**config.mk**
```make
export PLATFORM = sky130hd
export DESIGN_NAME = foc_aim_sequencer
export DESIGN_NICKNAME = d
export VERILOG_FILES = /design/src/rtl/foc_aim_sequencer.sv
export SDC_FILE = /design/constraint.sdc
export NUM_CORES = 1
export LEC_CHECK = 0
export CAP_MARGIN = 25
export CORE_ASPECT_RATIO = 2
export CORE_MARGIN = 3
export CORE_UTILIZATION = 50
export CTS_BUF_LIST = sky130_fd_sc_hd__clkbuf_4 sky130_fd_sc_hd__clkbuf_8 sky130_fd_sc_hd__clkbuf_16
export CTS_CLUSTER_SIZE = 28
export DETAILED_ROUTE_END_ITERATION = 12
export HOLD_SLACK_MARGIN = 0.08
export PLACE_DENSITY = 0.69
export SLEW_MARGIN = 25
export SYNTH_ARGS = -nofsm -noshare
export SYNTH_HDL_FRONTEND = slang
export SYNTH_SLANG_ARGS = --single-unit
```
**constraint.sdc**
```tcl
create_clock -name clk -period 26 [get_ports clk]
set_input_delay 5.2 -clock clk [delete_from_list [all_inputs] [get_ports clk]]
set_output_delay 5.2 -clock clk [all_outputs]
set_load 0.01 [all_outputs]
```
**src/rtl/foc_aim_sequencer.sv**
```systemverilog
// -----------------------------------------------------------------------------
// foc_aim_sequencer
//
// Setpoint sequencer for the FOC current loop. Produces registered d/q target
// currents that change once per control period on the en_idq strobe. Three
// modes: OFF (ramp both aims to zero), TRACK (ramp to programmed targets) and
// ALT (q-axis square wave of +/- amplitude). Every change is slew-limited by
// cfg_step and every target is clamped to +/- MAX_AIM.
//
// Ports
//   clk            : single clock, rising edge
//   rst            : synchronous, active-high reset
//   en_idq         : one-cycle strobe per control period
//   stop           : level; forces both aims to 0 on every cycle it is high
//   cfg_mode       : 0 OFF, 1 TRACK, 2 ALT, 3 reserved (acts as OFF)
//   cfg_id_target  : d-axis target (TRACK and ALT)
//   cfg_iq_target  : q-axis target (TRACK)
//   cfg_alt_amp    : q-axis amplitude (ALT)
//   cfg_alt_period : strobes per ALT half-cycle (0 acts as 1)
//   cfg_step       : max change per strobe per axis (0 = unlimited)
//   id_aim/iq_aim  : registered d/q targets
//   aim_vld        : one-cycle pulse after an update strobe
//   settled        : both aims equal their last effective targets
//   alt_phase      : ALT half-cycle, 0 = +amp, 1 = -amp
// -----------------------------------------------------------------------------
module foc_aim_sequencer #(
    parameter logic signed [15:0] MAX_AIM = 16'sd4095,
    parameter int                 CNT_W   = 16
) (
    input  logic                clk,
    input  logic                rst,
    input  logic                en_idq,
    input  logic                stop,
    input  logic [1:0]          cfg_mode,
    input  logic signed [15:0]  cfg_id_target,
    input  logic signed [15:0]  cfg_iq_target,
    input  logic signed [15:0]  cfg_alt_amp,
    input  logic [CNT_W-1:0]    cfg_alt_period,
    input  logic [15:0]         cfg_step,
    output logic signed [15:0]  id_aim,
    output logic signed [15:0]  iq_aim,
    output logic                aim_vld,
    output logic                settled,
    output logic                alt_phase
);

    typedef enum logic [1:0] {
        S_OFF   = 2'd0,
        S_TRACK = 2'd1,
        S_ALT   = 2'd2
    } state_e;

    localparam logic signed [16:0] MAX17 = {MAX_AIM[15], MAX_AIM};

    state_e              state_q, state_d;
    logic [CNT_W-1:0]    cnt_q, cnt_d;
    logic                phase_q, phase_d;
    logic signed [15:0]  id_aim_q, id_aim_d;
    logic signed [15:0]  iq_aim_q, iq_aim_d;
    logic signed [15:0]  td_q, td_d;      // last effective d target
    logic signed [15:0]  tq_q, tq_d;      // last effective q target
    logic                vld_q;

    // Clamp a 17-bit value into [-MAX_AIM, +MAX_AIM].
    function automatic logic signed [15:0] clamp_aim(input logic signed [16:0] v);
        logic signed [15:0] r;
        if (v > MAX17)       r = MAX_AIM;
        else if (v < -MAX17) r = -MAX_AIM;
        else                 r = v[15:0];
        return r;
    endfunction

    // Move aim toward tgt by at most step (step 0 = jump). Widened to 18 bits
    // so diff and the step bound never wrap; the sum always lands between aim
    // and tgt, so it fits back into 16 bits.
    function automatic logic signed [15:0] slew(input logic signed [15:0] aim,
                                                input logic signed [15:0] tgt,
                                                input logic [15:0]        step);
        logic signed [17:0] diff;
        logic signed [17:0] stp;
        logic signed [17:0] sum;
        diff = {{2{tgt[15]}}, tgt} - {{2{aim[15]}}, aim};
        stp  = {2'b00, step};
        if (step != 16'd0) begin
            if (diff > stp)       diff = stp;
            else if (diff < -stp) diff = -stp;
        end
        sum = {{2{aim[15]}}, aim} + diff;
        return sum[15:0];
    endfunction

    state_e              mode_state;
    logic                cur_phase;
    logic [CNT_W-1:0]    cur_cnt;
    logic [CNT_W:0]      cnt_next;
    logic [CNT_W-1:0]    period_eff;
    logic signed [16:0]  amp17;
    logic signed [16:0]  tq_raw;
    logic signed [15:0]  t_d, t_q;

    // NOTE: every signal written here gets a default first, so no path leaves
    // a value unassigned and no latch is inferred.
    always_comb begin
        state_d  = state_q;
        cnt_d    = cnt_q;
        phase_d  = phase_q;
        id_aim_d = id_aim_q;
        iq_aim_d = iq_aim_q;
        td_d     = td_q;
        tq_d     = tq_q;

        case (cfg_mode)
            2'd1:    mode_state = S_TRACK;
            2'd2:    mode_state = S_ALT;
            default: mode_state = S_OFF;
        endcase

        // Entering ALT starts a fresh half-cycle at +amp.
        cur_phase  = (state_q == S_ALT) ? phase_q : 1'b0;
        cur_cnt    = (state_q == S_ALT) ? cnt_q   : '0;
        cnt_next   = {1'b0, cur_cnt} + 1'b1;
        period_eff = (cfg_alt_period == '0) ? {{(CNT_W-1){1'b0}}, 1'b1} : cfg_alt_period;

        amp17  = {cfg_alt_amp[15], cfg_alt_amp};
        tq_raw = cur_phase ? -amp17 : amp17;

        t_d = '0;
        t_q = '0;
        case (mode_state)
            S_TRACK: begin
                t_d = clamp_aim({cfg_id_target[15], cfg_id_target});
                t_q = clamp_aim({cfg_iq_target[15], cfg_iq_target});
            end
            S_ALT: begin
                t_d = clamp_aim({cfg_id_target[15], cfg_id_target});
                t_q = clamp_aim(tq_raw);
            end
            default: ;
        endcase

        if (stop) begin
            // Immediate zero, no slew; stop outranks a coincident strobe.
            state_d  = S_OFF;
            cnt_d    = '0;
            phase_d  = 1'b0;
            id_aim_d = '0;
            iq_aim_d = '0;
            td_d     = '0;
            tq_d     = '0;
        end else if (en_idq) begin
            state_d  = mode_state;
            td_d     = t_d;
            tq_d     = t_q;
            id_aim_d = slew(id_aim_q, t_d, cfg_step);
            iq_aim_d = slew(iq_aim_q, t_q, cfg_step);
            if (mode_state == S_ALT) begin
                if (cnt_next >= {1'b0, period_eff}) begin
                    cnt_d   = '0;
                    phase_d = ~cur_phase;
                end else begin
                    cnt_d   = cnt_next[CNT_W-1:0];
                    phase_d = cur_phase;
                end
            end else begin
                cnt_d   = '0;
                phase_d = 1'b0;
            end
        end
    end

    // NOTE: sequential state uses non-blocking assignments so every register
    // samples the pre-edge values regardless of statement order.
    always_ff @(posedge clk) begin
        if (rst) begin
            state_q  <= S_OFF;
            cnt_q    <= '0;
            phase_q  <= 1'b0;
            id_aim_q <= '0;
            iq_aim_q <= '0;
            td_q     <= '0;
            tq_q     <= '0;
            vld_q    <= 1'b0;
        end else begin
            state_q  <= state_d;
            cnt_q    <= cnt_d;
            phase_q  <= phase_d;
            id_aim_q <= id_aim_d;
            iq_aim_q <= iq_aim_d;
            td_q     <= td_d;
            tq_q     <= tq_d;
            vld_q    <= en_idq;
        end
    end

    assign id_aim    = id_aim_q;
    assign iq_aim    = iq_aim_q;
    assign aim_vld   = vld_q;
    assign alt_phase = phase_q;
    assign settled   = (id_aim_q == td_q) && (iq_aim_q == tq_q);

endmodule
```
# Yosys cells after proc, flatten, opt, wreduce, memory -nomap -nowiden
# Cells that the tools add are included.
op_classes:
  n_bitwise: 1
  n_eq_ne: 7
  reduce_logical: 5
  muxes: 27
  n_lt_le_gt_ge: 11
  addsub: 7
op_table:
  columns: ["operator", "n"]
  rows:
  - ["two-way mux 16 bit", 21]
  - ["less-than comparator 17 x 18 -> 1 bit", 2]
  - ["greater-than comparator 17 bit", 2]
  - ["subtractor 16 x 16 -> 17 bit", 2]
  - ["adder 16 bit", 2]
  - ["equality test 16 bit", 2]
  - ["greater-than comparator 16 x 13 -> 1 bit, second input constant", 2]
  - ["less-than comparator 16 x 13 -> 1 bit, second input constant", 2]
  - ["one-hot mux 16 bit (2 select lines)", 1]
  - ["negator 16 -> 18 bit", 1]
  - ["adder 16 x 1 -> 17 bit, second input constant", 1]
  - ["greater-or-equal comparator 17 x 16 -> 1 bit", 1]
  - ["greater-than comparator 17 x 13 -> 1 bit, second input constant", 1]
  - ["less-than comparator 17 x 13 -> 1 bit, second input constant", 1]
  - ["two-way mux 17 bit", 1]
  - ["negator 16 -> 17 bit", 1]
  - ["logical NOT 16 bit", 1]
  - ["nonzero test 16 bit", 1]
  - ["equality test 2 bit, second input constant", 3]
  - ["equality test 2 x 1 -> 1 bit, second input constant", 2]
  - ["one-hot mux 2 bit (2 select lines)", 1]
  - ["OR reduction 2 bit", 2]
  - ["two-way mux 1 bit", 3]
  - ["logical AND 1 bit", 1]
  - ["inverter 1 bit", 1]
word_totals:
  input_bits: 86
  wordCells: 66
  out_inout_bits: 35
  regBits: 84

# Logic depth before layout (Yosys ltp)
logic_depth:
  ltp_word: 15
  mapped_depth: 40
  depth_no_buf: 40

# Least setup slack after synthesis
# OpenSTA, ideal clock, no wires.
synth_path:
  path_type: "input-to-reg"
  from: "in cfg_alt_amp[0]"
  to: "reg iq_aim_q[14], in the netlist iq_aim[14]"
  slack_ps: 12948
  path_buffers: 1
  required_time_ps: 25884
  arrival_time_ps: 12936
  stages: 39
  cell_sequence: "inv_1 ha_1 nor2_1 xor2_1 or4_1 or4_1 o31ai_2 a21oi_2 a221oi_1 nor2_1 ha_1 o211a_1 o31a_1 o21ai_0 nand2_1 a21o_1 a21o_1 xor2_1 (+3 left out) a21oi_1 a211oi_1 a31o_2 nor2_1 o21ai_1 clkbuf_1 a21oi_1 ha_1 fa_1 a21o_1 a21oi_1 o21bai_1 a21o_1 a21oi_1 o21ai_0 a31oi_1 mux2i_1 a31o_2"
synth_between:
  elab_chain_cells: 14
  word_cells_on_any_way: 16
synth_lines:
  columns: ["item", "line", "text"]
  rows:
  - ["from (decl)", "37", "input logic signed [15:0] cfg_alt_amp,"]
  - ["negator 16 -> 17 bit", "125", "tq_raw = cur_phase ? -amp17 : amp17;"]
  - ["two-way mux 17 bit *", "125", null]
  - ["less-than comparator 17 x 13 -> 1 bit", "68", "else if (v < -MAX17) r = -MAX_AIM;"]
  - ["two-way mux 16 bit", "68", null]
  - ["two-way mux 16 bit *", "67", "if (v > MAX17) r = MAX_AIM;"]
  - ["one-hot mux 16 bit (2 select lines) *", "129", "case (mode_state)"]
  - ["via t_q[2]", "99", "logic signed [15:0] t_d, t_q;"]
  - ["subtractor 16 x 16 -> 17 bit *", "82", "diff = {{2{tgt[15]}}, tgt} - {{2{aim[15]}}, aim};"]
  - ["less-than comparator 17 x 18 -> 1 bit", "86", "else if (diff < -stp) diff = -stp;"]
  - ["two-way mux 16 bit", "86", null]
  - ["two-way mux 16 bit", "85", "if (diff > stp) diff = stp;"]
  - ["two-way mux 16 bit *", "84", "if (step != 16'd0) begin"]
  - ["two-way mux 16 bit *", "150", "end else if (en_idq) begin"]
  - ["two-way mux 16 bit *", "141", "if (stop) begin"]
  - ["adder 16 bit *", "88", "sum = {{2{aim[15]}}, aim} + diff;"]
  - ["to (signal assigned)", "188", "iq_aim_q <= iq_aim_d;"]
  - ["to (decl)", "59", "logic signed [15:0] iq_aim_q, iq_aim_d;"]
# The timed path passes the listed nets; every way through them passes the cells marked *. The select of a mux whose other input is x is not followed.
# A chain may end at the register's enable or synchronous reset.

# Final worst setup path
layout_path:
  from: "in cfg_alt_amp[0]"
  to: "reg iq_aim_q[15], in the netlist iq_aim[15]"
# The elaborated chain is that of the path after synthesis.

==> summary.txt <==
Run status
  • Status: completed

Clocking
  • Root Buffer: clkbuf_16
  • CTS tree: yes
  • Max clock buf depth: 2
  • Clk sinks: 84
  • Reg clk slew, reported paths: 0.06 ns
  • Clock Latency Late Sink: about 0.35 ns
  • # hold bufs at CTS: 0
  • Post-CTS Setup Inserts: 0
  • CTS H-Tree Depth: 3
  • Total CTS buffers: 9
  • Post-CTS sizing: 0

Synth
  • Compound-Gate Fraction of Synth Area: 0.2125
  • Area leader, netlist: ha_1
  • Yosys reg bits: between 80 and 90
  • Ys flop type: dfxtp_1
  • Simple-Gate Fraction of Synth Area: 0.2175
  • Number of synthesized flops with an enable pin: 0
  • XOR/XNOR Fraction of Synth Area: 0.1194
  • Syn avg cell area: ~7.5 sq um
  • Cells after Synth: about 1400
  • Sequential fraction of the synthesis area: 0.1592
  • Post-synthesis adder-cell area fraction: 0.1888
  • YS warnings: 0
  • Synth top area cells: ha_1 (18%), dfxtp_1 (16%), xnor2_1 (6.2%)
  • Post-synth top area share: 0.1813
  • Synth unique cells: roughly 70
  • Largest family of logic cells by synthesized area: simple AND/OR/NAND/NOR gates
  • Syn Nets: roughly 1600
  • Synth async-reset ratio: 0
  • Mapped cell area: roughly 11000 sq um
  • Mux contribution to synthesized area: 0.05047

Cells and area
  • Synthesis-to-layout area growth: 16.62%
  • Share of layout cells above drive strength 1: 0.04319
  • ANT cells: 0
  • Nets: about 1700

Floorplanning
  • DIE HEIGHT: 211.5 um
  • Die area: roughly 23000 sq um
  • I/O Pins: 121
  • Core Region: 20550 sq um
  • Starting Density: 0.5138
  • Die W: 108.8 um
  • Std-Cell Rows: 74

Power and ir drop
  • Clock power share: 0.095
  • VDD IR max: ~0.063 mV
  • Pwr/cell area: around 120 nW/um^2
  • P_sw: 0.7410 mW
  • Combinational share of power: 0.785
  • Internal power: about 0.68 mW
  • Switch share: 0.5203
  • Register share of total power: 0.120
  • Standby leakage power: about 5.5 nW

Setup path
  • CP Launch Type: input pin
  • Worst Path Arrival: between 10 and 15 ns
  • Slowest stage delay, CP: just under 0.6 ns
  • Top delay family on crit path: compound AO/OA/AOI/OAI gates
  • CP endpoint kind: flip-flop
  • Required time of the critical path: between 20 and 30 ns
  • Crit-path max FO: 26
  • Buf/Inv on CP: 3
  • Setup CP Type: in -> reg
  • Slowest stage cell, crit path: clkdlybuf4s50_1

GRT
  • Vias in the first global route: 10760
  • First-pass GRT wire length: approximately 56 mm
  • GRT Util Overall: 0.3168
  • Antenna violations before repair: 0
  • Global route total overflow: 0
  • Largest net degree at the start of global routing: between 60 and 70

Routing
  • DRT Pass-1 Iters: 6
  • Drt drc: 0
  • 1st-iter DRT viols: between 500 and 600
  • Final ANT Viol Nets: 0
  • Routed vias/inst: slightly above 6
  • Wirelength, routed: 36.29 mm
  • Routed len/inst: a little over 20 um
  • Vias: 10850

Timing
  • Final slew viol count: 0
  • Layout Skew: between 0.01 and 0.015 ns
  • Final setup vio count: 0
  • Relative slew margins: 0.4772
  • Hold WS: 0.4616 ns
  • Setup TNS Final: 0 ns
  • Fmax: roughly 70 MHz
  • RSZ-0062 raised after global routing: no
  • Period utilisation layout: 0.5489
  • Worst-margin pin slew: just under 0.8 ns
  • Final Hold Viols: 0
  • Final Critical Period: 14.27 ns

Flow run
  • Max-Cap Viols: 0

Hold path
  • HP Class: reg -> reg

Placement
  • Number of port buffers: 120
  • Placer congestion estimate: a little over 1
  • HPWL after detailed placement: between 30 and 40 mm
metrics by stage:
stage / util / setup WS (ns) / power, mW / cell area [sq um] / std cells
floorplan: - / 12.95 / 0.9642 / 10560 / 1401
global placement: 0.5842 / 11.58 / 1.259 / 12010 / 1755
detailed placement: 0.5842 / 11.46 / 1.266 / 12010 / 1755
CTS: 0.5992 / 11.79 / 1.409 / 12320 / 1771
global route: 0.5992 / 11.12 / 1.553 / 12320 / 1771
finish: 0.5992 / 11.73 / 1.424 / 12320 / 1771
routing by layer:
metal | wire (um) | share of wire | vias up | global-route usage
met5 | 0 | 0 | - | 0
met4 | 3508 | 0.097 | 0 | 0.2616
met3 | 1416 | 0.039 | 167 | 0.04364
met2 | 19010 | 0.52 | 383 | 0.5819
met1 | 12350 | 0.34 | 5078 | 0.3022
li1 | - | - | 5220 | -
cell usage after synthesis (9+ instances only):
| master | number |
|---|---|
| xor2_1 | 69 |
| nor3_1 | 33 |
| nand2b_1 | 25 |
| a31oi_1 | 9 |
| and3_1 | 9 |
| nand4_1 | 23 |
| a21oi_1 | 99 |
| a21o_1 | 24 |
| mux2i_1 | 42 |
| xnor2_1 | 75 |
| o21ai_0 | 78 |
| or2_2 | 10 |
| nor2_1 | 150 |
| nor4_1 | 20 |
| dfxtp_1 | 84 |
| a22o_1 | 19 |
| ha_1 | 153 |
| inv_1 | 105 |
| nand2_1 | 109 |
| clkbuf_1 | 39 |
| o21bai_1 | 12 |
| nand3_1 | 33 |
| nor2b_1 | 15 |
| or3_1 | 11 |
| mux2_2 | 10 |
| o21a_1 | 18 |
power groups by stage:
stage / logic [mW] / registers (mW) / clock network, mW
2_1_floorplan: 0.796 / 0.168 / 0
5_1_grt: 1.24 / 0.173 / 0.140
4_1_cts: 1.10 / 0.171 / 0.136
3_5_place_dp: 1.09 / 0.174 / 0
3_3_place_gp: 1.08 / 0.174 / 0
6_report: 1.12 / 0.172 / 0.135
registers in the layout, summed over array words and instances (netlist names):
name       cells
cnt_q         16
id_aim        16
iq_aim        16
td_q          16
tq_q          16
state_q        2
aim_vld        1
alt_phase      1
cell usage in the layout (no fill, tap or decap), drive strengths merged, types with 5 or more instances in the layout:
| cell | Yosys | layout |
|---|---|---|
| nor4 | 21 | 21 |
| ha | 153 | 153 |
| or4 | 9 | 9 |
| inv | 105 | 105 |
| o21bai | 12 | 12 |
| o31ai | 8 | 8 |
| o211ai | 7 | 7 |
| a21oi | 100 | 100 |
| a221oi | 8 | 8 |
| xor2 | 69 | 69 |
| a21o | 24 | 24 |
| o311ai | 6 | 6 |
| nand3b | 5 | 5 |
| or3 | 11 | 11 |
| xnor2 | 75 | 75 |
| a22o | 19 | 19 |
| o21a | 18 | 18 |
| nor2 | 150 | 150 |
| or2 | 10 | 10 |
| a31o | 8 | 8 |
| and3 | 9 | 9 |
| clkbuf | 39 | 13 |
| a31oi | 9 | 9 |
| nand2b | 25 | 25 |
| a211oi | 7 | 7 |
| buf | 2 | 10 |
| nand2 | 110 | 110 |
| nor2b | 15 | 15 |
| o21ai | 84 | 84 |
| mux2 | 10 | 10 |
| nand3 | 33 | 33 |
| nor3 | 36 | 36 |
| mux2i | 42 | 42 |
| clkdlybuf4s50 | 0 | 119 |
| dfxtp | 84 | 84 |
| nand4 | 23 | 23 |
cell type report:
class / count / area [sq um]
multi-input cells: 1171 / 8337
fillers: 2001 / 8238
flip-flops and latches: 84 / 1682
repair buffers: 129 / 1264
inverters: 105 / 394.1
well taps: 266 / 332.8
clock buffers: 13 / 261.5
clock inverters: 3 / 46.29
worst register-to-register path: cells and delay by family (launching register included):
kind | cells | cell delay, ns
AOI/OAI and AO/OA | 18 | 4.12
and+or+nand+nor | 11 | 2.67
adders and majority gates | 3 | 1.02
muxes | 2 | 0.58
xor gates and xnor gates | 2 | 0.49
DFF | 1 | 0.35
buffers and inverters | 1 | 0.27
final timing paths:
| path | to | slack (ns) | cells past startpoint | from |
|---|---|---|---|---|
| max | iq_aim[15] | 11.73 | 39 | cfg_alt_amp[0] |
| min | tq_q[2] | 0.46 | 2 | tq_q[2] |
| max reg2reg | iq_aim[15] | 16.44 | 37 | state_q[0] |
| min reg2reg | tq_q[2] | 0.46 | 2 | tq_q[2] |
logic make-up after synthesis:
group,after synthesis
xor+xnor,144
fa+ha+maj,157
buf+inv,146
flops,84
simple gates,472
compound gates,346
mux,52
No activity file was read; power rests on OpenSTA's default activity.
